`config.mk`:
```
export PLATFORM = sky130hd
export DESIGN_NAME = uart_cmd_rx
export DESIGN_NICKNAME = d
export VERILOG_FILES = /design/src/rtl/uart_cmd_rx.sv
export SDC_FILE = /design/constraint.sdc
export NUM_CORES = 1
export LEC_CHECK = 0
export ABC_CLOCK_PERIOD_IN_PS = 4100
export BUFFER_PORTS_ARGS = -buffer_cell sky130_fd_sc_hd__buf_4
export CAP_MARGIN = 20
export CELL_PAD_IN_SITES_DETAIL_PLACEMENT = 0
export CELL_PAD_IN_SITES_GLOBAL_PLACEMENT = 1
export CORE_AREA = 3 3 101 103
export CTS_BUF_LIST = sky130_fd_sc_hd__clkbuf_16
export CTS_CLUSTER_DIAMETER = 50
export CTS_CLUSTER_SIZE = 14
export DETAILED_ROUTE_END_ITERATION = 6
export DIE_AREA = 0 0 104 106
export HOLD_SLACK_MARGIN = 0.15
export PLACE_DENSITY = 0.65
export SYNTH_ARGS = -nofsm -noshare
export SYNTH_HDL_FRONTEND = slang
export SYNTH_SLANG_ARGS = --single-unit
```
`constraint.sdc`:
```
create_clock -name clock -period 4.1 [get_ports clock]
set_clock_uncertainty 0.2 [all_clocks]
set_input_delay 1.23 -clock clock [delete_from_list [all_inputs] [get_ports clock]]
set_output_delay 1.23 -clock clock [all_outputs]
set_load 0.05 [all_outputs]
```
`src/rtl/uart_cmd_rx.sv`:
```
// uart_cmd_rx: receives UART bytes from rx and assembles 3-byte command
// frames (header/opcode, operand A, operand B). Each complete frame is
// presented as opcode/a/b together with a one-cycle cmd_valid strobe.
// Optional feature macro: UART_CMD_RX_PARITY_EN selects 8E1 framing
// (even parity after D7). When it is undefined the framing is 8N1.
module uart_cmd_rx #(
    parameter int unsigned CLKS_PER_BIT = 16,
    parameter int unsigned TIMEOUT_BITS = 32
) (
    input  logic       clock,
    input  logic       reset,
    input  logic       rx,
    output logic [2:0] opcode,
    output logic [7:0] a,
    output logic [7:0] b,
    output logic       cmd_valid,
    output logic       rx_busy,
    output logic       frame_err,
    output logic       sync_err
);
    localparam int unsigned      TMR_W     = $clog2(CLKS_PER_BIT);
    localparam logic [TMR_W-1:0] HALF_LAST = TMR_W'(CLKS_PER_BIT / 2 - 1);
    localparam logic [TMR_W-1:0] FULL_LAST = TMR_W'(CLKS_PER_BIT - 1);
    localparam logic [31:0]      TMO_LAST  = 32'(TIMEOUT_BITS * CLKS_PER_BIT - 1);

`ifdef UART_CMD_RX_PARITY_EN
    typedef enum logic [2:0] {RX_IDLE, RX_START, RX_DATA, RX_PARITY, RX_STOP} rx_state_t;
`else
    typedef enum logic [2:0] {RX_IDLE, RX_START, RX_DATA, RX_STOP} rx_state_t;
`endif
    typedef enum logic [1:0] {AS_HDR, AS_OPA, AS_OPB} asm_state_t;

    logic             rx_meta_q, rx_sync_q;
    rx_state_t        rx_state_q, rx_state_d;
    logic [TMR_W-1:0] tmr_q, tmr_d;
    logic [2:0]       idx_q, idx_d;
    logic [7:0]       shift_q, shift_d;
`ifdef UART_CMD_RX_PARITY_EN
    logic             par_err_q, par_err_d;
`endif
    logic             byte_good, byte_bad;

    asm_state_t       asm_q, asm_d;
    logic [2:0]       hold_op_q, hold_op_d;
    logic [7:0]       hold_a_q, hold_a_d;
    logic [31:0]      tmo_q, tmo_d;
    logic             tmo_hit;
    logic [2:0]       opcode_q, opcode_d;
    logic [7:0]       a_q, a_d, b_q, b_d;
    logic             cmd_valid_q, cmd_valid_d;
    logic             frame_err_q, frame_err_d;
    logic             sync_err_q, sync_err_d;

    // Two-flop synchroniser for the asynchronous rx pin; idles high.
    always_ff @(posedge clock or posedge reset) begin
        if (reset) begin
            rx_meta_q <= 1'b1;
            rx_sync_q <= 1'b1;
        end else begin
            rx_meta_q <= rx;
            rx_sync_q <= rx_meta_q;
        end
    end

    // Byte receiver state, bit timer, bit index and shift register.
    always_ff @(posedge clock or posedge reset) begin
        if (reset) begin
            rx_state_q <= RX_IDLE;
            tmr_q      <= '0;
            idx_q      <= '0;
            shift_q    <= '0;
`ifdef UART_CMD_RX_PARITY_EN
            par_err_q  <= 1'b0;
`endif
        end else begin
            rx_state_q <= rx_state_d;
            tmr_q      <= tmr_d;
            idx_q      <= idx_d;
            shift_q    <= shift_d;
`ifdef UART_CMD_RX_PARITY_EN
            par_err_q  <= par_err_d;
`endif
        end
    end

    // Receiver next state: sample mid-bit, flag good/bad byte at the stop sample.
    always_comb begin
        rx_state_d = rx_state_q;
        tmr_d      = tmr_q;
        idx_d      = idx_q;
        shift_d    = shift_q;
`ifdef UART_CMD_RX_PARITY_EN
        par_err_d  = par_err_q;
`endif
        byte_good  = 1'b0;
        byte_bad   = 1'b0;
        case (rx_state_q)
            RX_IDLE: begin
                tmr_d = '0;
                if (!rx_sync_q) rx_state_d = RX_START;
            end
            RX_START: begin
                if (tmr_q == HALF_LAST) begin
                    tmr_d      = '0;
                    idx_d      = '0;
                    rx_state_d = rx_sync_q ? RX_IDLE : RX_DATA;
                end else begin
                    tmr_d = tmr_q + TMR_W'(1);
                end
            end
            RX_DATA: begin
                if (tmr_q == FULL_LAST) begin
                    tmr_d   = '0;
                    shift_d = {rx_sync_q, shift_q[7:1]};
                    idx_d   = idx_q + 3'd1;
                    if (idx_q == 3'd7) begin
`ifdef UART_CMD_RX_PARITY_EN
                        rx_state_d = RX_PARITY;
`else
                        rx_state_d = RX_STOP;
`endif
                    end
                end else begin
                    tmr_d = tmr_q + TMR_W'(1);
                end
            end
`ifdef UART_CMD_RX_PARITY_EN
            RX_PARITY: begin
                if (tmr_q == FULL_LAST) begin
                    tmr_d      = '0;
                    par_err_d  = rx_sync_q ^ (^shift_q);
                    rx_state_d = RX_STOP;
                end else begin
                    tmr_d = tmr_q + TMR_W'(1);
                end
            end
`endif
            RX_STOP: begin
                if (tmr_q == FULL_LAST) begin
                    tmr_d      = '0;
                    rx_state_d = RX_IDLE;
`ifdef UART_CMD_RX_PARITY_EN
                    if (rx_sync_q && !par_err_q) byte_good = 1'b1;
                    else                         byte_bad  = 1'b1;
`else
                    if (rx_sync_q) byte_good = 1'b1;
                    else           byte_bad  = 1'b1;
`endif
                end else begin
                    tmr_d = tmr_q + TMR_W'(1);
                end
            end
            default: rx_state_d = RX_IDLE;
        endcase
    end

    // Frame assembler, inter-byte timeout and registered outputs.
    always_ff @(posedge clock or posedge reset) begin
        if (reset) begin
            asm_q       <= AS_HDR;
            hold_op_q   <= '0;
            hold_a_q    <= '0;
            tmo_q       <= '0;
            opcode_q    <= '0;
            a_q         <= '0;
            b_q         <= '0;
            cmd_valid_q <= 1'b0;
            frame_err_q <= 1'b0;
            sync_err_q  <= 1'b0;
        end else begin
            asm_q       <= asm_d;
            hold_op_q   <= hold_op_d;
            hold_a_q    <= hold_a_d;
            tmo_q       <= tmo_d;
            opcode_q    <= opcode_d;
            a_q         <= a_d;
            b_q         <= b_d;
            cmd_valid_q <= cmd_valid_d;
            frame_err_q <= frame_err_d;
            sync_err_q  <= sync_err_d;
        end
    end

    // Assembler next state; a completing byte takes priority over the timeout.
    always_comb begin
        asm_d       = asm_q;
        hold_op_d   = hold_op_q;
        hold_a_d    = hold_a_q;
        opcode_d    = opcode_q;
        a_d         = a_q;
        b_d         = b_q;
        cmd_valid_d = 1'b0;
        frame_err_d = 1'b0;
        sync_err_d  = 1'b0;
        tmo_d       = (asm_q != AS_HDR) ? tmo_q + 32'd1 : 32'd0;
        tmo_hit     = (TIMEOUT_BITS != 0) && (asm_q != AS_HDR) && (tmo_q == TMO_LAST);
        if (byte_bad) begin
            frame_err_d = 1'b1;
            asm_d       = AS_HDR;
            tmo_d       = '0;
        end else if (byte_good) begin
            tmo_d = '0;
            case (asm_q)
                AS_HDR: begin
                    if (shift_q[7:3] == 5'b10100) begin
                        hold_op_d = shift_q[2:0];
                        asm_d     = AS_OPA;
                    end else begin
                        sync_err_d = 1'b1;
                    end
                end
                AS_OPA: begin
                    hold_a_d = shift_q;
                    asm_d    = AS_OPB;
                end
                AS_OPB: begin
                    opcode_d    = hold_op_q;
                    a_d         = hold_a_q;
                    b_d         = shift_q;
                    cmd_valid_d = 1'b1;
                    asm_d       = AS_HDR;
                end
                default: asm_d = AS_HDR;
            endcase
        end else if (tmo_hit) begin
            frame_err_d = 1'b1;
            asm_d       = AS_HDR;
            tmo_d       = '0;
        end
    end

    assign opcode    = opcode_q;
    assign a         = a_q;
    assign b         = b_q;
    assign cmd_valid = cmd_valid_q;
    assign frame_err = frame_err_q;
    assign sync_err  = sync_err_q;
    assign rx_busy   = (rx_state_q != RX_IDLE);

endmodule

```
==> results of run 1 <==
cell usage after synthesis, types with 2 or more instances:
library cell | instances | area share (%)
dfrtp_1 | 84 | 56
nor2_1 | 44 | 4.4
nand2_1 | 40 | 4.0
mux2_2 | 30 | 9.0
xor2_1 | 22 | 5.1
nand3_1 | 14 | 1.9
nand4_1 | 9 | 1.5
xnor2_1 | 9 | 2.1
nor3_1 | 8 | 1.1
and3_1 | 6 | 1.0
nor4_1 | 6 | 1.0
a21oi_1 | 5 | 0.67
clkbuf_1 | 4 | 0.40
ha_1 | 4 | 1.3
inv_1 | 4 | 0.40
a22o_1 | 3 | 0.70
and4_1 | 3 | 0.70
buf_6 | 3 | 0.90
nor2b_1 | 3 | 0.50
buf_2 | 2 | 0.27
dfstp_2 | 2 | 1.4
nand4b_1 | 2 | 0.47
nor3b_1 | 2 | 0.40
o21ai_0 | 2 | 0.27
or2_2 | 2 | 0.33
power breakdown:
group	leakage (nW)	switching (mW)	internal (mW)	total, mW
combinational	0.698	0.0843	0.0593	0.144
sequential	1.18	0.0437	0.884	0.927
clock	0.160	0.341	0.542	0.884
how the worst max path moves through the flow:
stage | from | end | slack [ps] | depth (start not counted)
final | rx_state_q[1] | rx_busy | 1270 | 3
after floorplan | reset | a[0] | 450 | 1
after CTS | rx_state_q[1] | rx_busy | 1270 | 3
after global placement | tmr_q[0] | a[2] | 1630 | 6
after global routing | rx_state_q[1] | rx_busy | 1140 | 3
after detailed placement | tmr_q[0] | a[0] | 1530 | 6
state kept, by name (all words and copies together) (netlist names):
register / cells
a: 8
asm_q: 2
b: 8
cmd_valid: 1
frame_err: 1
hold_a_q: 8
hold_op_q: 3
idx_q: 3
opcode: 3
rx_meta_q: 1
rx_state_q: 2
rx_sync_q: 1
shift_q: 8
sync_err: 1
tmo_q: 32
tmr_q: 4
per-layer routing:
layer,wire (um),up-vias,global-route usage [%]
li1,-,1196,-
met1,3350,1221,18.8
met2,3410,37,22.7
met3,234,6,3.58
met4,70,0,4.56
met5,0,-,0
logic make-up after synthesis:
| kind of cell | count (synthesis) | synth area share, % |
|---|---|---|
| and+or+nand+nor | 149 | 20.1 |
| AOI/OAI and AO/OA | 14 | 2.47 |
| buffers and inverters | 13 | 1.97 |
| xor gates and xnor gates | 31 | 7.26 |
| muxes | 31 | 9.29 |
| DFF | 86 | 57.6 |
| adders and majority gates | 4 | 1.34 |
metrics by stage:
stage,std cells,setup WS (ps)
finish,493,1270
global route,493,1140
CTS,493,1270
detailed placement,477,1530
global placement,477,1630
floorplan,328,451
area by class of cell:
cell class / count / area share, %
Multi-Input combinational cell: 229 / 34.6
Inverter: 4 / 0.370
Clock inverter: 7 / 2.31
Tap cell: 129 / 3.67
Sequential cell: 86 / 49.0
Timing Repair Buffer: 29 / 4.95
Clock buffer: 9 / 5.12
==> impl_metrics.env, run 1 <==
export IMPL_grt_antenna_before_repair=0
export IMPL_grt_first_pass_wirelength_mm=12.6
export IMPL_min_delay_path_depth=0
export IMPL_total_power_mw=1.95
export IMPL_fp_row_count=35
export IMPL_leakagePower_nw=2.04
export IMPL_critical_path_reg2reg_endpoint="a[0]"
export IMPL_drtAntennaViolNets=0
export IMPL_number_of_buffers_and_inverters_on_the_critical_path=2
export IMPL_worstPathArrival_ps=1400
export IMPL_critical_path_cell_by_cell="nor2_1 > inv_1 > buf_4"
export IMPL_total_global_routing_track_utilization_pct=14.1
export IMPL_grt_overflow_total=0
export IMPL_die_height_um=106
export IMPL_launching_element_type_of_the_critical_path="flop"
export IMPL_hold_worst_slack_ps=159
export IMPL_die_area_um2=11000
export IMPL_register_area_um2=2150
export IMPL_dr_total_vias=2460
export IMPL_dp_final_hpwl_mm=4.84
export IMPL_io_buffer_count=25
export IMPL_cellPowerDensity_nw_per_um2=445
export IMPL_cts_htree_levels=3
export IMPL_final_layout_setup_total_negative_slack_ps=0
export IMPL_final_area_um2=4400
export IMPL_clock_tree_from_tritoncts="built"
export IMPL_maximum_fanout_along_the_worst_path=10
export IMPL_detail_route_wirelength_mm=7.06
export IMPL_finalHoldViolations=0
export IMPL_drv_max_cap_violation_count=0
export IMPL_first_iter_violations=55
export IMPL_critical_path_slowest_cell="dfrtp_1"
export IMPL_synth_main_ff_cell="dfrtp_1"
export IMPL_most_common_library_cell_in_the_layout_ignoring_fill_and_taps="dfrtp_1"
export IMPL_commonest_cells_after_routing_fill_and_taps_aside="84 x dfrtp_1, 44 x nor2_1, 40 x nand2_1"
export IMPL_start_util_pct=40.3
export IMPL_drc=0
export IMPL_syn_inst=328
export IMPL_irDropWorstVdd_v=0.000222
export IMPL_clock_tree_buffer_depth=2
export IMPL_clock_fmax_ghz=0.353
export IMPL_cp_slowest_stage_delay_ps=470
export IMPL_post_cts_resized=0
export IMPL_path_clk_slew_ps=70
export IMPL_post_synth_instance_area_um2=3740
export IMPL_ctsRootBufferMaster="clkbuf_16"
export IMPL_drtPass1Iterations=4
export IMPL_post_dp_cell_area_um2=4070
export IMPL_fp_dieW_um=104
export IMPL_drv_slew=0
export IMPL_clk_latency_ps=330
export IMPL_final_util_pct=47.3
export IMPL_hold_class="reg -> reg"
export IMPL_max_slew_margin_rel_pct=39.3
export IMPL_ff2ff_path_depth=6
export IMPL_count_of_buffers_added_by_post_cts_timing_repair_for_setup=0
export IMPL_setup_failing_eps_final=0
export IMPL_worst_r2r_startpoint="tmr_q[0]"
export IMPL_final_nets=366
export IMPL_area_growth_pct=17.5
export IMPL_multi_input_comb_area_um2=1520
export IMPL_synthDistinctLibCells=40
export IMPL_min_period_ps=2830
export IMPL_end_kind="output pin"
export IMPL_synth_warning_count=0
export IMPL_syn_mean_instance_area_um2=11.4
export IMPL_place_gp_congestion=0.744
export IMPL_nets_in_the_synthesized_netlist=335
export IMPL_synth_async_sr_flop_share_pct=100
export IMPL_timing_reg2reg_setup_slack_ps=1600
export IMPL_result_of_the_run="completed"
export IMPL_unrepaired_setup_endpoints_after_global_routing="false"
export IMPL_synth_seq_cells=86
export IMPL_floorplan_core_area_um2=9280
export IMPL_grt_max_degree=34
export IMPL_clock_buffer_count_from_cts=9
export IMPL_pin_count=26
export IMPL_setup_worst_path_class="reg -> out"
export IMPL_yosysSeqAreaShare_pct=57.6
export IMPL_fillCellCount=890
export IMPL_part_of_the_cycle_the_worst_path_needs_pct=69.1
export IMPL_cts_sink_count=86
export IMPL_cp_top_family="flip-flops"
export IMPL_whs_endpoint="rx_sync_q"
export IMPL_min_delay_start="rx_meta_q"
export IMPL_antennaDiodeCount=0
export IMPL_drive_above_1_share_pct=23.6
export IMPL_critPathRequiredTime_ps=2670
export IMPL_drt_wirelength_per_cell_um=14.3
export IMPL_vias_per_cell=4.99
export IMPL_worst_pin_slew_ps=903
export IMPL_cts_hold_buffers=0
export IMPL_synth_edff_count=0
export IMPL_grt_pass1_vias=2521
No activity file was read; power rests on OpenSTA's default activity.
==> inputs of run 2 (changes only) <==
--- a/config.mk
+++ b/config.mk
@@ -5,7 +5,7 @@
 export SDC_FILE = /design/constraint.sdc
 export NUM_CORES = 1
 export LEC_CHECK = 0
-export ABC_CLOCK_PERIOD_IN_PS = 4100
+export ABC_CLOCK_PERIOD_IN_PS = 2950
 export BUFFER_PORTS_ARGS = -buffer_cell sky130_fd_sc_hd__buf_4
 export CAP_MARGIN = 20
 export CELL_PAD_IN_SITES_DETAIL_PLACEMENT = 0
==> constraint.sdc (replaced) <==
create_clock -name clock -period 2.95 [get_ports clock]
set_clock_uncertainty 0.2 [all_clocks]
set_input_delay 0.885 -clock clock [delete_from_list [all_inputs] [get_ports clock]]
set_output_delay 0.885 -clock clock [all_outputs]
set_load 0.05 [all_outputs]
==> run 2 against run 1 <==
Effect of this change:
- setup slack worse by 770 ps
- total power up 34%
- sequential share of layout area down 0.29 points
- final area up 0.60%
- sequential power up 39%
- cell count up 1.0%
- global-route usage down 0.13 points
- die area unchanged
==> impl_metrics.env, run 2 (same netlist as run 1, synthesis figures left out) <==
export IMPL_irDropWorstVdd_v=0.000450
export IMPL_antennaDiodeCount=0
export IMPL_part_of_the_cycle_the_worst_path_needs_pct=83.2
export IMPL_grt_pass1_vias=2544
export IMPL_cp_top_family="flip-flops"
export IMPL_area_growth_pct=18.2
export IMPL_largest_reg_flops=32
export IMPL_die_area_um2=11000
export IMPL_clock_buffer_count_from_cts=9
export IMPL_cts_hold_buffers=0
export IMPL_io_buffer_count=25
export IMPL_worst_pin_slew_ps=602
export IMPL_dp_slack_ps=573
export IMPL_fp_dieW_um=104
export IMPL_grt_overflow_total=0
export IMPL_pin_count=26
export IMPL_drtPass1Iterations=5
export IMPL_die_height_um=106
export IMPL_detailroute_wirelength_met2_mm=3.28
export IMPL_leakagePower_nw=2.05
export IMPL_min_period_ps=2450
export IMPL_cts_sink_count=86
export IMPL_clock_tree_from_tritoncts="built"
export IMPL_path_clk_slew_ps=70
export IMPL_layout_setup_ws_ps=496
export IMPL_fillCellCount=879
export IMPL_critPathRequiredTime_ps=1870
export IMPL_setup_worst_path_class="reg -> out"
export IMPL_launching_element_type_of_the_critical_path="flop"
export IMPL_drive_above_1_share_pct=24.9
export IMPL_clock_fmax_ghz=0.407
export IMPL_count_of_buffers_added_by_post_cts_timing_repair_for_setup=0
export IMPL_ctsRootBufferMaster="clkbuf_16"
export IMPL_critical_path_cell_by_cell="nor2_1 > inv_1 > buf_4"
export IMPL_detail_route_wirelength_mm=6.97
export IMPL_start_util_pct=40.3
export IMPL_final_util_pct=47.6
export IMPL_number_of_buffers_and_inverters_on_the_critical_path=2
export IMPL_met3RoutedLength_um=206
export IMPL_maximum_fanout_along_the_worst_path=10
export IMPL_clk_latency_ps=340
export IMPL_drv_max_cap_violation_count=0
export IMPL_first_iter_violations=66
export IMPL_result_of_the_run="completed"
export IMPL_cellPowerDensity_nw_per_um2=591
export IMPL_setup_failing_eps_final=0
export IMPL_vias_per_cell=4.90
export IMPL_hold_class="reg -> reg"
export IMPL_multi_input_comb_area_um2=1520
export IMPL_final_nets=371
export IMPL_total_global_routing_track_utilization_pct=14.0
export IMPL_post_cts_resized=0
export IMPL_register_area_um2=2150
export IMPL_cts_htree_levels=3
export IMPL_drc=0
export IMPL_dr_total_vias=2441
export IMPL_final_layout_setup_total_negative_slack_ps=0
export IMPL_drtAntennaViolNets=0
export IMPL_end_kind="output pin"
export IMPL_max_slew_margin_rel_pct=59.6
export IMPL_most_common_library_cell_in_the_layout_ignoring_fill_and_taps="dfrtp_1"
export IMPL_grt_first_pass_wirelength_mm=12.5
export IMPL_unrepaired_setup_endpoints_after_global_routing="false"
export IMPL_grt_antenna_before_repair=0
export IMPL_drv_slew=0
export IMPL_worstPathArrival_ps=1370
export IMPL_clock_tree_buffer_depth=2
export IMPL_drt_wirelength_per_cell_um=14.0
export IMPL_dp_final_hpwl_mm=4.87
export IMPL_floorplan_core_area_um2=9280
export IMPL_grt_max_degree=32
export IMPL_highest_layer="met4"
export IMPL_commonest_cells_after_routing_fill_and_taps_aside="84 x dfrtp_1, 44 x nor2_1, 40 x nand2_1"
export IMPL_cp_slowest_stage_delay_ps=460
export IMPL_max_flop_register="tmo_q"
export IMPL_fp_row_count=35
export IMPL_critical_path_slowest_cell="dfrtp_1"
export IMPL_wl_met1_mm=3.37
export IMPL_finalHoldViolations=0
export IMPL_place_gp_congestion=0.745
run 2: layout make-up:
| class | instances | area share, % |
|---|---|---|
| flip-flops and latches | 86 | 48.7 |
| multi-input cells | 229 | 34.4 |
| repair buffers | 34 | 6.06 |
| clock buffers | 9 | 5.09 |
| well taps | 129 | 3.65 |
| clock inverters | 7 | 1.70 |
| inverters | 4 | 0.424 |
run 2: per-layer routing:
layer	track usage, %	vias up
met2	22.2	31
li1	-	1206
met1	18.5	1194
met5	0	-
met4	5.41	0
met3	3.58	10
run 2: power by group:
group	switching, mW	internal, mW
sequential	0.0614	1.23
combinational	0.120	0.0851
clock	0.521	0.600
total	0.702	1.91
run 2: path summary, 6_finish.rpt:
| kind | startpoint | endpoint | slack (ps) | cells past startpoint |
|---|---|---|---|---|
| hold / removal | rx_meta_q | rx_sync_q | 160 | 0 |
| hold reg to reg | rx_meta_q | rx_sync_q | 160 | 0 |
| setup / recovery | rx_state_q[1] | rx_busy | 500 | 3 |
| max in group asynchronous | reset | shift_q[6] | 1580 | 3 |
| setup reg to reg | tmo_q[0] | tmo_q[15] | 590 | 6 |
| min in group asynchronous | reset | tmo_q[2] | 410 | 2 |
run 2: per-stage QoR:
step | cell area, um^2 | cells | hold slack [ps] | power, mW
2_1_floorplan | 3750 | 328 | 145 | 1.46
3_3_place_gp | 4120 | 482 | 146 | 1.51
3_5_place_dp | 4120 | 482 | 147 | 1.52
4_1_cts | 4420 | 498 | 157 | 2.67
5_1_grt | 4420 | 498 | 164 | 2.75
6_report | 4420 | 498 | 158 | 2.61
